**config.mk**
```make
export PLATFORM = sky130hd
export DESIGN_NAME = us_stamp_arbiter
export DESIGN_NICKNAME = d
export VERILOG_FILES = /design/src/rtl/us_stamp_arbiter.sv
export SDC_FILE = /design/constraint.sdc
export NUM_CORES = 1
export LEC_CHECK = 0
export ABC_AREA = 1
export CAP_MARGIN = 30
export CORE_ASPECT_RATIO = 1.5
export CORE_MARGIN = 8
export CORE_UTILIZATION = 35
export CTS_CLUSTER_DIAMETER = 200
export DETAILED_ROUTE_END_ITERATION = 10
export GPL_TIMING_DRIVEN = 0
export PLACE_DENSITY = 0.65
export SLEW_MARGIN = 10
export SYNTH_ARGS = -nofsm -noshare
export SYNTH_HDL_FRONTEND = slang
export SYNTH_SLANG_ARGS = --single-unit
export TNS_END_PERCENT = 30
```
**constraint.sdc**
```tcl
create_clock -name CLK -period 11.15 [get_ports CLK]
set_input_delay 2.23 -clock CLK [delete_from_list [all_inputs] [get_ports CLK]]
set_output_delay 2.23 -clock CLK [all_outputs]
set_load 0.01 [all_outputs]
```
**src/rtl/us_stamp_arbiter.sv**
```systemverilog
// Run controller for the microsecond timer plus a four-channel timestamp capture
// arbiter that presents captured stamps one at a time over a valid/ack handshake.
//
// run state | meaning
// R_IDLE    | timer held cleared, waiting for Start
// R_RUN     | timer counting, events captured
// out state | meaning
// O_SEL     | pick the next pending channel round-robin from ptr
// O_PRES    | stamp presented, waiting for Stamp_Ack
module us_stamp_arbiter #(
   parameter int NCH = 4,
   parameter int TW  = 64
) (
   input  logic           CLK,
   input  logic           RST,
   input  logic           Start,
   input  logic           Stop,
   output logic           Tmr_En,
   input  logic [TW-1:0]  Nus,
   input  logic           Ovf,
   input  logic [NCH-1:0] Evt,
   output logic [TW-1:0]  Stamp,
   output logic [1:0]     Stamp_Id,
   output logic           Stamp_Vld,
   input  logic           Stamp_Ack,
   output logic [NCH-1:0] Lost,
   input  logic           Lost_Clr,
   output logic           Err,
   output logic           Busy
);

   typedef enum logic {R_IDLE, R_RUN} run_t;
   typedef enum logic {O_SEL, O_PRES} out_t;

   run_t           run_q, run_d;
   out_t           out_q, out_d;
   logic           err_q, err_d;
   logic [NCH-1:0] pending_q, pending_d;
   logic [NCH-1:0] lost_q, lost_d;
   logic [TW-1:0]  snap_q [NCH];
   logic [TW-1:0]  stamp_q, stamp_d;
   logic [1:0]     id_q, id_d;
   logic           vld_q, vld_d;
   logic [1:0]     ptr_q, ptr_d;

   logic           tmr_en;
   logic [NCH-1:0] acc, load, ovr, clr;
   logic           sel_found;
   logic [1:0]     sel_id, cand;

   assign tmr_en    = (run_q == R_RUN);
   assign Tmr_En    = tmr_en;
   assign Err       = err_q;
   assign Lost      = lost_q;
   assign Stamp     = stamp_q;
   assign Stamp_Id  = id_q;
   assign Stamp_Vld = vld_q;
   assign Busy      = (|pending_q) | vld_q;

   always_comb begin
      run_d = run_q;
      err_d = err_q;
      unique case (run_q)
         R_IDLE: begin
            if (Start && !Stop) begin
               run_d = R_RUN;
               err_d = 1'b0;
            end
         end
         R_RUN: begin
            if (Stop) begin
               run_d = R_IDLE;
            end else if (Ovf) begin
               run_d = R_IDLE;
               err_d = 1'b1;
            end
         end
         default: run_d = R_IDLE;
      endcase
   end

   // Round-robin search; the 2-bit add wraps naturally modulo 4.
   always_comb begin
      sel_found = 1'b0;
      sel_id    = ptr_q;
      cand      = ptr_q;
      for (int j = 0; j < NCH; j++) begin
         cand = ptr_q + 2'(j);
         if (!sel_found && pending_q[cand]) begin
            sel_found = 1'b1;
            sel_id    = cand;
         end
      end
   end

   always_comb begin
      out_d   = out_q;
      stamp_d = stamp_q;
      id_d    = id_q;
      vld_d   = vld_q;
      ptr_d   = ptr_q;
      clr     = '0;
      unique case (out_q)
         O_SEL: begin
            if (sel_found) begin
               stamp_d     = snap_q[sel_id];
               id_d        = sel_id;
               vld_d       = 1'b1;
               clr[sel_id] = 1'b1;
               out_d       = O_PRES;
            end
         end
         O_PRES: begin
            if (Stamp_Ack) begin
               vld_d = 1'b0;
               ptr_d = id_q + 2'd1;
               out_d = O_SEL;
            end
         end
         default: out_d = O_SEL;
      endcase
   end

   // A channel being handed off this cycle can take a fresh capture without overrun.
   always_comb begin
      acc       = Evt & {NCH{tmr_en}};
      load      = acc & (~pending_q | clr);
      ovr       = acc & pending_q & ~clr;
      pending_d = (pending_q & ~clr) | acc;
      lost_d    = (Lost_Clr ? '0 : lost_q) | ovr;
   end

   always_ff @(posedge CLK or posedge RST) begin
      if (RST) begin
         run_q     <= R_IDLE;
         out_q     <= O_SEL;
         err_q     <= 1'b0;
         pending_q <= '0;
         lost_q    <= '0;
         stamp_q   <= '0;
         id_q      <= '0;
         vld_q     <= 1'b0;
         ptr_q     <= '0;
      end else begin
         run_q     <= run_d;
         out_q     <= out_d;
         err_q     <= err_d;
         pending_q <= pending_d;
         lost_q    <= lost_d;
         stamp_q   <= stamp_d;
         id_q      <= id_d;
         vld_q     <= vld_d;
         ptr_q     <= ptr_d;
      end
   end

   always_ff @(posedge CLK or posedge RST) begin
      if (RST) begin
         for (int i = 0; i < NCH; i++) snap_q[i] <= '0;
      end else begin
         for (int i = 0; i < NCH; i++) begin
            if (load[i]) snap_q[i] <= Nus;
         end
      end
   end

endmodule

```
==> out/results.tsv, run 1 <==
stage	metric	value	unit
cells_and_area	fin_nets	2425	
synth	yosys_warnings	0	
grt	grt_max_degree	40	
critical_path	path_delay_family	simple AND/OR/NAND/NOR gates	
synth	synth_area_leaders	dfrtp_1, nand2_1, nand3_1	
synth	ys_ff_latch	336	
pwr	clock_power_share	0.194	
grt	antenna_found_initial	0	
clock_tree	clock-root-buffer	clkbuf_16	
synth	syn_area	15900	um^2
drt	drt_iter0_markers	1405	
timing	relSlewSlack	0.367	
timing	worstMarginPinSlew	0.950	ns
timing	rsz0062_at_grt	no	
pwr	switchingPower	3.03	mW
min_path	hold_path.class	register to register	
timing	fin_hold_ws	0.470	ns
grt	grt_pass1_wl	80900	um
drt	wl_per_cell	17.4	um
clock_tree	clkSinkCount	336	
timing	clock.fmax	226	MHz
floorplanning	die_x	190	um
synth	synth_cell_types	23	
clock_tree	ctsHtreeMaxLevel	2	
synth	ys_async_sr_fraction	1.00	
synth	synth_edf_count	0	
clock_tree	postCtsSetupBuffers	0	
critical_path	cp_max_fo	5	
pwr	netSwitchingFraction	0.450	
synth	synth_ff_type	dfrtp_1	
critical_path	critPathMaxStageDelay	0.59	ns
floorplanning	pin_count	149	
flow_run	cap_violations	0	
synth	synth_top_area_frac	0.527	
pwr	p_per_area	342	nW/um^2
grt	grt_usage	0.192	
place	port_buffers	148	
place	dp.final_hpwl	36000	um
floorplanning	core-area	45400	um^2
drt	antenna_left	0	
clock_tree	hold_buffers	0	
timing	min_period	4.42	ns
synth	seq_area_frac_synth	0.527	
floorplanning	die_h	277	um
clock_tree	cts_tree	done	
floorplanning	die-area	52800	um^2
pwr	p_int	3.70	mW
timing	fin_crit_sh	0.396	
critical_path	path_buf_inv	1	
clock_tree	clk_pin_slew	0.07	ns
grt	overflow	0	
timing	final_hold_viol_count	0	
synth	yosysTopAreaCell	dfrtp_1	
timing	setup_tns	0	ns
drt	vias	14600	
drt	viasPerCell	4.94	
drt	dr.pass1.iters	6	
timing	maxSlewViolCount	0	
pwr	power_frac_comb	0.498	
cells_and_area	layout-drive-gt1-share	0.0774	
floorplanning	rows	96	
clock_tree	clkLatencyLatePin	0.53	ns
clock_tree	clockBufferDepth	3	
pwr	ir_drop	0.192	mV
critical_path	slowest_stage	nor4_1	
pwr	leakage	10.7	nW
critical_path	critPathLaunchType	register	
drt	routed_wl	51400	um
place	globalplace.congestion	0.841	
timing	fin_skew	0.0161	ns
floorplanning	initial_core_util	0.351	
critical_path	arrival	2.19	ns
drt	remaining_drc_errors	0	
critical_path	criticalPathCategory	register to primary output	
status	status	finished, final reports clean	
cells_and_area	diodes	0	
timing	final-setup-viol-count	0	
critical_path	crit_path_end_kind	primary output	
clock_tree	post_cts_resized	0	
cells_and_area	area_growth	23.3	%
synth	synthCells	2154	
pwr	pwr-share-seq	0.308	
synth	avgSynthCellArea	7.40	um^2
critical_path	cp_cell_sequence	nor4_1, nand2_1, clkdlybuf4s50_1	
grt	grt_pass1_vias	14400	
synth	synth_fp_nets	2229	
clock_tree	numCtsBuffers	35	
critical_path	cp.required	8.92	ns
-- stage by stage --
step	utilization	worst slack (ns)	total power, mW	cell area (um^2)	instances
after detailed placement	0.405	6.67	5.43	18400	2901
final	0.433	6.73	6.73	19700	2964
after global routing	0.433	6.68	7.26	19700	2964
after CTS	0.433	6.73	6.76	19700	2964
after global placement	0.400	2.08	5.35	18200	2890
after floorplan	-	4.43	4.25	15900	2154
-- layer usage --
metal,share of wire,up-vias,GRT usage
li1,-,7073,-
met1,0.40,6956,0.231
met2,0.52,498,0.340
met3,0.050,110,0.0260
met4,0.034,0,0.0730
met5,0,-,0
-- sequential cells by signal, indices dropped and copies added (netlist names) --
name	count
Lost	4
pending_q	4
Err	1
Stamp	64
Stamp_Vld	1
ptr_q	2
Tmr_En	1
out_q	1
snap_q	256
Stamp_Id	2
-- kinds of logic (layout without fill, tap and decap cells) --
| logic type | count (synthesis) | after routing | synth area share |
|---|---|---|---|
| compound gates | 11 | 11 | 0.00385 |
| xor+xnor | 1 | 1 | 0.000549 |
| buf+inv | 161 | 383 | 0.0551 |
| flops | 336 | 336 | 0.527 |
| simple gates | 1645 | 1645 | 0.413 |
-- cells in the mapped netlist (3+ instances only) --
cell type / count
buf_1: 3
buf_2: 60
buf_4: 19
buf_6: 17
clkbuf_1: 41
dfrtp_1: 336
inv_1: 18
nand2_1: 1349
nand2_2: 11
nand3_1: 271
nand4_1: 3
nor2_1: 3
nor2_2: 3
o21ai_0: 4
o22ai_1: 5
-- cell type report --
| type | count | area [um^2] |
|---|---|---|
| Clock buffer | 52 | 1060 |
| Multi-Input combinational cell | 1657 | 6660 |
| Tap cell | 588 | 736 |
| Fill cell | 4562 | 25700 |
| Inverter | 21 | 82.6 |
| Sequential cell | 336 | 8410 |
| Clock inverter | 11 | 213 |
| Timing Repair Buffer | 159 | 1700 |
| Buffer | 140 | 800 |
-- layout by cell type (no fill, tap or decap) --
cell	instances
nand2_1	1349
buf_12	9
a21oi_1	2
nor2_1	3
buf_6	17
nand4_1	3
clkinvlp_4	1
xnor2_1	1
nor2_2	3
dfrtp_1	336
clkinv_4	2
clkbuf_16	37
inv_1	17
clkbuf_1	48
nand4_2	1
nand3_1	271
nand2_4	2
clkbuf_8	8
o22ai_1	5
buf_2	60
buf_16	1
buf_1	3
clkinv_1	1
nor4_1	1
clkinv_2	3
buf_8	1
clkdlybuf4s50_1	148
bufinv_16	6
inv_2	2
o21ai_0	4
buf_4	19
nand2_2	11
nand3_2	1
-- path summary, 6_finish.rpt --
check | startpoint | to | slack [ns] | depth (start not counted)
min reg2reg | snap_q[235]$_DFFE_PP0P_ | snap_q[235]$_DFFE_PP0P_ | 0.47 | 2
max in group asynchronous | RST | Err$_DFFE_PP0P_ | 7.45 | 7
max reg2reg | pending_q[0]$_DFF_PP0_ | Stamp[9]$_DFFE_PP0P_ | 8.40 | 8
max | pending_q[0]$_DFF_PP0_ | Busy | 6.73 | 3
min | snap_q[235]$_DFFE_PP0P_ | snap_q[235]$_DFFE_PP0P_ | 0.47 | 2
min in group asynchronous | RST | Stamp[27]$_DFFE_PP0P_ | 2.09 | 2
-- tightest hold or removal path, cell delays in order (launching register included) --
cell and delay [ns]:
dfrtp_1 0.34, nand2_1 0.05, nand2_1 0.04
-- power by group through the flow --
stage / Sequential [mW] / Combinational, mW / Clock, mW
2_1_floorplan: 2.06 / 2.19 / 0
3_3_place_gp: 2.07 / 3.28 / 0
3_5_place_dp: 2.08 / 3.35 / 0
4_1_cts: 2.07 / 3.37 / 1.33
5_1_grt: 2.13 / 3.75 / 1.37
6_report: 2.07 / 3.35 / 1.31
(Power assumes the default switching activity.)
==> inputs of run 2 (changes only) <==
--- a/config.mk
+++ b/config.mk
@@ -13,7 +13,7 @@
 export CTS_CLUSTER_DIAMETER = 200
 export DETAILED_ROUTE_END_ITERATION = 10
 export GPL_TIMING_DRIVEN = 0
-export PLACE_DENSITY = 0.65
+export PLACE_DENSITY = 0.63
 export SLEW_MARGIN = 10
 export SYNTH_ARGS = -nofsm -noshare
 export SYNTH_HDL_FRONTEND = slang
==> constraint.sdc (replaced) <==
create_clock -name CLK -period 4.2 [get_ports CLK]
set_input_delay 0.84 -clock CLK [delete_from_list [all_inputs] [get_ports CLK]]
set_output_delay 0.84 -clock CLK [all_outputs]
set_load 0.01 [all_outputs]
==> run 2 against run 1 <==
Clock power rose by 130%. Design area fell by 0.86%. Global-route usage rose by 0.42 points. Core utilization fell by 0.37 points. Sequential share of layout area rose by 0.37 points. Clock skew rose by 0.013 ns. Via count fell by 0.85%.
==> out/results.tsv, run 2 (synthesis gave the netlist of run 1 again) <==
stage	metric	value	unit
status	status	finished, final reports clean	
drt	dr.pass1.iters	5	
grt	grt_pass1_wl	82700	um
timing	fin_skew	0.0290	ns
floorplanning	die-area	52800	um^2
grt	antenna_found_initial	0	
clock_tree	clkSinkCount	336	
timing	worstMarginPinSlew	0.883	ns
pwr	netSwitchingFraction	0.459	
cells_and_area	area_growth	22.3	%
timing	clock.fmax	343	MHz
cells_and_area	diodes	0	
pwr	clock_power_share	0.174	
drt	remaining_drc_errors	0	
pwr	switchingPower	7.99	mW
critical_path	cp.required	3.36	ns
clock_tree	ctsHtreeMaxLevel	2	
drt	drt_iter0_markers	1222	
pwr	p_int	9.44	mW
cells_and_area	fin_nets	2427	
cells_and_area	largest_register	snap_q	
clock_tree	cts_tree	done	
flow_run	cap_violations	0	
critical_path	crit_path_end_kind	primary output	
timing	maxSlewViolCount	0	
timing	rsz0062_at_grt	no	
grt	grt_pass1_vias	14700	
drt	vias	14500	
grt	grt_usage	0.196	
clock_tree	clock-root-buffer	clkbuf_16	
floorplanning	die_h	277	um
cells_and_area	layout_commonest_cell	nand2_1	
place	port_buffers	148	
grt	grt_max_degree	38	
critical_path	cp_max_fo	5	
floorplanning	rows	96	
timing	fin_crit_sh	0.694	
cells_and_area	utilization	0.429	
floorplanning	core-area	45400	um^2
clock_tree	hold_buffers	0	
floorplanning	initial_core_util	0.351	
cells_and_area	final_cells	2959	
timing	final_hold_viol_count	0	
place	globalplace.congestion	0.842	
clock_tree	clk_pin_slew	0.06	ns
clock_tree	clockBufferDepth	3	
clock_tree	numCtsBuffers	35	
cells_and_area	mostFrequentLayoutCells	nand2_1, dfrtp_1, nand3_1, clkdlybuf4s50_1, buf_2	
critical_path	criticalPathCategory	register to primary output	
grt	overflow	0	
critical_path	arrival	2.08	ns
pwr	ir_drop	0.527	mV
critical_path	critPathLaunchType	register	
place	dp_cells	2903	
clock_tree	post_cts_resized	0	
clock_tree	postCtsSetupBuffers	0	
clock_tree	clkLatencyLatePin	0.53	ns
timing	relSlewSlack	0.411	
drt	wl_per_cell	17.4	um
cells_and_area	largest_reg_flops	256	
pwr	p_per_area	894	nW/um^2
timing	min_period	2.92	ns
drt	antenna_left	0	
cells_and_area	layout-drive-gt1-share	0.0755	
timing	fin_hold_ws	0.470	ns
min_path	hold_path.class	register to register	
place	dp.final_hpwl	36500	um
drt	viasPerCell	4.90	
pwr	pwr-share-seq	0.316	
drt	routed_wl	51500	um
timing	final-setup-viol-count	0	
pwr	leakage	10.6	nW
floorplanning	pin_count	149	
floorplanning	die_x	190	um
pwr	power_frac_comb	0.510	
==> run 2: cell count changes in the layout (fill, tap and decap cells not counted) <==
cell and delta:
bufinv_16 -5, buf_6 +1, clkbuf_16 -2, buf_12 +1, inv_6 +1, clkinv_4 -1
==> run 2: per-stage QoR <==
step / area (um^2) / power (mW) / TNS [ns] / setup slack, ns
finish: 19500 / 17.4 / 0 / 1.28
global route: 19500 / 18.9 / 0 / 1.09
CTS: 19500 / 17.5 / 0 / 1.22
detailed placement: 18400 / 14.4 / 0 / 1.11
global placement: 18200 / 14.2 / -1168.01 / -3.53
floorplan: 15900 / 11.3 / -379.88 / -1.13
==> run 2: worst paths after layout <==
check                                              from                      end  slack [ns]  depth (start not counted)
min in group asynchronous                           RST    Stamp[32]$_DFFE_PP0P_        0.55                          2
max in group asynchronous                           RST        Lost[0]$_DFF_PP0_        2.28                          7
worst min-delay path            snap_q[107]$_DFFE_PP0P_  snap_q[107]$_DFFE_PP0P_        0.47                          2
worst min register to register  snap_q[107]$_DFFE_PP0P_  snap_q[107]$_DFFE_PP0P_        0.47                          2
worst max register to register   pending_q[0]$_DFF_PP0_    Stamp[17]$_DFFE_PP0P_        1.44                          8
worst max-delay path             pending_q[0]$_DFF_PP0_                     Busy        1.28                          3
==> run 2: layout make-up <==
class                      instances  area [um^2]
multi-input combinational       1657         6660
tap                              588          736
clock inverter                     6         62.6
buffer                           140          800
fill                            4606        25900
inverter                          21         82.6
clock buffer                      50         1010
timing repair buffer             161         1740
sequential                       336         8410
==> run 2: power by group through the flow <==
stage,clock (mW),sequential [mW],combinational [mW]
final,3.03,5.51,8.89
after global routing,3.21,5.68,10.0
after detailed placement,0,5.53,8.90
after floorplan,0,5.46,5.81
after CTS,3.10,5.49,8.95
after global placement,0,5.49,8.74
==> run 2: critical path, stage by stage (launching register included) <==
cell             delay (ns)
dfrtp_1                0.45
nor4_1                 0.53
nand2_1                0.09
clkdlybuf4s50_1        0.50
==> run 2: routing by layer <==
metal	share of wire	track usage
met3	0.047	0.0289
met4	0.033	0.0732
met5	0	0
met1	0.40	0.229
met2	0.52	0.355
==> inputs of run 3 (changes only) <==
==> constraint.sdc (replaced) <==
create_clock -name CLK -period 3 [get_ports CLK]
set_input_delay 0.6 -clock CLK [delete_from_list [all_inputs] [get_ports CLK]]
set_output_delay 0.6 -clock CLK [all_outputs]
set_load 0.01 [all_outputs]
==> run 3 against run 2 <==
Design area is essentially flat. Die area unchanged. Combinational power grew 39%. Final cell count unchanged. First-iteration DRC count unchanged. Core utilization about the same. Global-route usage is the same. Power grew 40%. Critical path type is now register to register. Largest cell class unchanged. Largest power group unchanged.
==> out/results.tsv, run 3 (synthesis gave the netlist of run 1 again) <==
stage	metric	value	unit
timing	clock.fmax	371	MHz
drt	dr.pass1.iters	5	
cells_and_area	layout_commonest_cell	nand2_1	
critical_path	rrSetupSlack	0.30	ns
timing	fin_hold_ws	0.312	ns
clock_tree	clkLatencyLatePin	0.53	ns
critical_path	cp.required	3.40	ns
critical_path	timing.rr.end	snap_q[1]$_DFFE_PP0P_	
floorplanning	die_h	277	um
timing	rsz0062_at_grt	no	
cells_and_area	stdcell_area	19500	um^2
flow_run	cap_violations	0	
critical_path	criticalPathCategory	register to register	
cells_and_area	diodes	0	
cells_and_area	largest_register	snap_q	
clock_tree	clockBufferDepth	3	
cells_and_area	layout-drive-gt1-share	0.0759	
cells_and_area	n_fill_cell	4606	
grt	grt_pass1_wl	82700	um
clock_tree	clock-root-buffer	clkbuf_16	
drt	wl_per_cell	17.4	um
critical_path	slowest_stage	clkinv_1	
place	globalplace.congestion	0.842	
clock_tree	numCtsBuffers	35	
grt	grt_pass1_vias	14700	
grt	antenna_found_initial	0	
timing	final_hold_viol_count	0	
critical_path	rr_startpoint	pending_q[0]$_DFF_PP0_	
critical_path	cp_max_fo	10	
critical_path	cp_cell_sequence	nor4_1, nor2_1, clkinv_1, nor2_2, nand2_1, nand2_2, nand2_2, buf_2, nand2_1, nand2_1	
critical_path	arrival	3.09	ns
grt	grt_max_degree	38	
floorplanning	pin_count	149	
drt	drt_iter0_markers	1222	
cells_and_area	area_growth	22.3	%
critical_path	ff2ff_path_depth	10	
drt	antenna_left	0	
drt	remaining_drc_errors	0	
critical_path	crit_top_cell	nand2_1	
grt	overflow	0	
cells_and_area	largest_reg_flops	256	
critical_path	critPathLaunchType	register	
pwr	p_per_area	1250	nW/um^2
min_path	hold_path.class	input pin to async pin	
timing	min_period	2.70	ns
drt	viasPerCell	4.91	
critical_path	path_delay_family	simple AND/OR/NAND/NOR gates	
clock_tree	clk_pin_slew	0.06	ns
critical_path	critPathMaxStageDelay	0.47	ns
floorplanning	die-area	52800	um^2
timing	relSlewSlack	0.416	
clock_tree	ctsHtreeMaxLevel	2	
clock_tree	cts_tree	done	
place	port_buffers	148	
timing	maxSlewViolCount	0	
status	status	finished, final reports clean	
clock_tree	clkSinkCount	336	
critical_path	path_buf_inv	2	
clock_tree	postCtsSetupBuffers	0	
grt	grt_usage	0.196	
critical_path	crit_path_end_kind	register	
floorplanning	die_x	190	um
place	dp.final_hpwl	36500	um
place	placed_area	18400	um^2
cells_and_area	fin_nets	2427	
pwr	ir_drop	0.738	mV
timing	worstMarginPinSlew	0.876	ns
timing	fin_crit_sh	0.899	
cells_and_area	mostFrequentLayoutCells	nand2_1, dfrtp_1, nand3_1, clkdlybuf4s50_1, buf_2	
floorplanning	initial_core_util	0.351	
drt	routed_wl	51500	um
floorplanning	core-area	45400	um^2
timing	final-setup-viol-count	0	
floorplanning	rows	96	
pwr	leakage	10.6	nW
drt	vias	14500	
timing	fin_skew	0.0282	ns
[run 3: cell counts in the layout (fill, tap and decap cells not counted)]
Identical to the previous run, type by type.
[run 3: per-layer routing]
metal  global-route usage  vias to the layer above  wire, um
li1                     -                     7059         -
met1                0.229                     6954     20500
met2                0.355                      411     26900
met3               0.0289                       97      2430
met4               0.0732                        0      1690
met5                    0                        -         0
[run 3: final cells by class]
cell class	instances	area, um^2	share of cell area
Clock inverter	6	62.6	0.00321
Multi-Input combinational cell	1657	6660	0.342
Sequential cell	336	8410	0.431
Inverter	21	82.6	0.00424
Timing Repair Buffer	161	1740	0.0890
Clock buffer	50	1010	0.0519
Buffer	140	801	0.0411
Tap cell	588	736	0.0377
[run 3: how the worst max path moves through the flow]
stage          slack (ns)                    end                   start  depth (start not counted)
3_5_place_dp         0.09  Stamp[17]$_DFFE_PP0P_  pending_q[0]$_DFF_PP0_                          8
5_1_grt              0.06  snap_q[5]$_DFFE_PP0P_  pending_q[0]$_DFF_PP0_                         10
6_report             0.30  snap_q[1]$_DFFE_PP0P_  pending_q[0]$_DFF_PP0_                         10
2_1_floorplan       -2.09        Err$_DFFE_PP0P_                     RST                          1
3_3_place_gp        -4.49        Err$_DFFE_PP0P_                     RST                          2
4_1_cts              0.11  Stamp[17]$_DFFE_PP0P_  pending_q[0]$_DFF_PP0_                          8
[run 3: what timing repair did]
item                                    in CTS  in global routing
gates resized for setup                      0                  2
hold buffers                                 0                  0
endpoints found under the setup margin       0                 20
[run 3: power by group]
group	switching (mW)	internal [mW]
logic	8.23	4.22
registers	1.14	6.57
clock network	1.82	2.42
[run 3: metrics by stage]
step	power (mW)	util	std cells	setup TNS [ns]	worst slack [ns]
after detailed placement	20.2	0.406	2903	0	0.0889
after floorplan	15.8	-	2154	-702.44	-2.09
final	24.4	0.429	2959	0	0.304
after global placement	19.9	0.400	2890	-1495.96	-4.49
after global routing	26.4	0.429	2959	0	0.0632
after CTS	24.6	0.429	2959	0	0.105
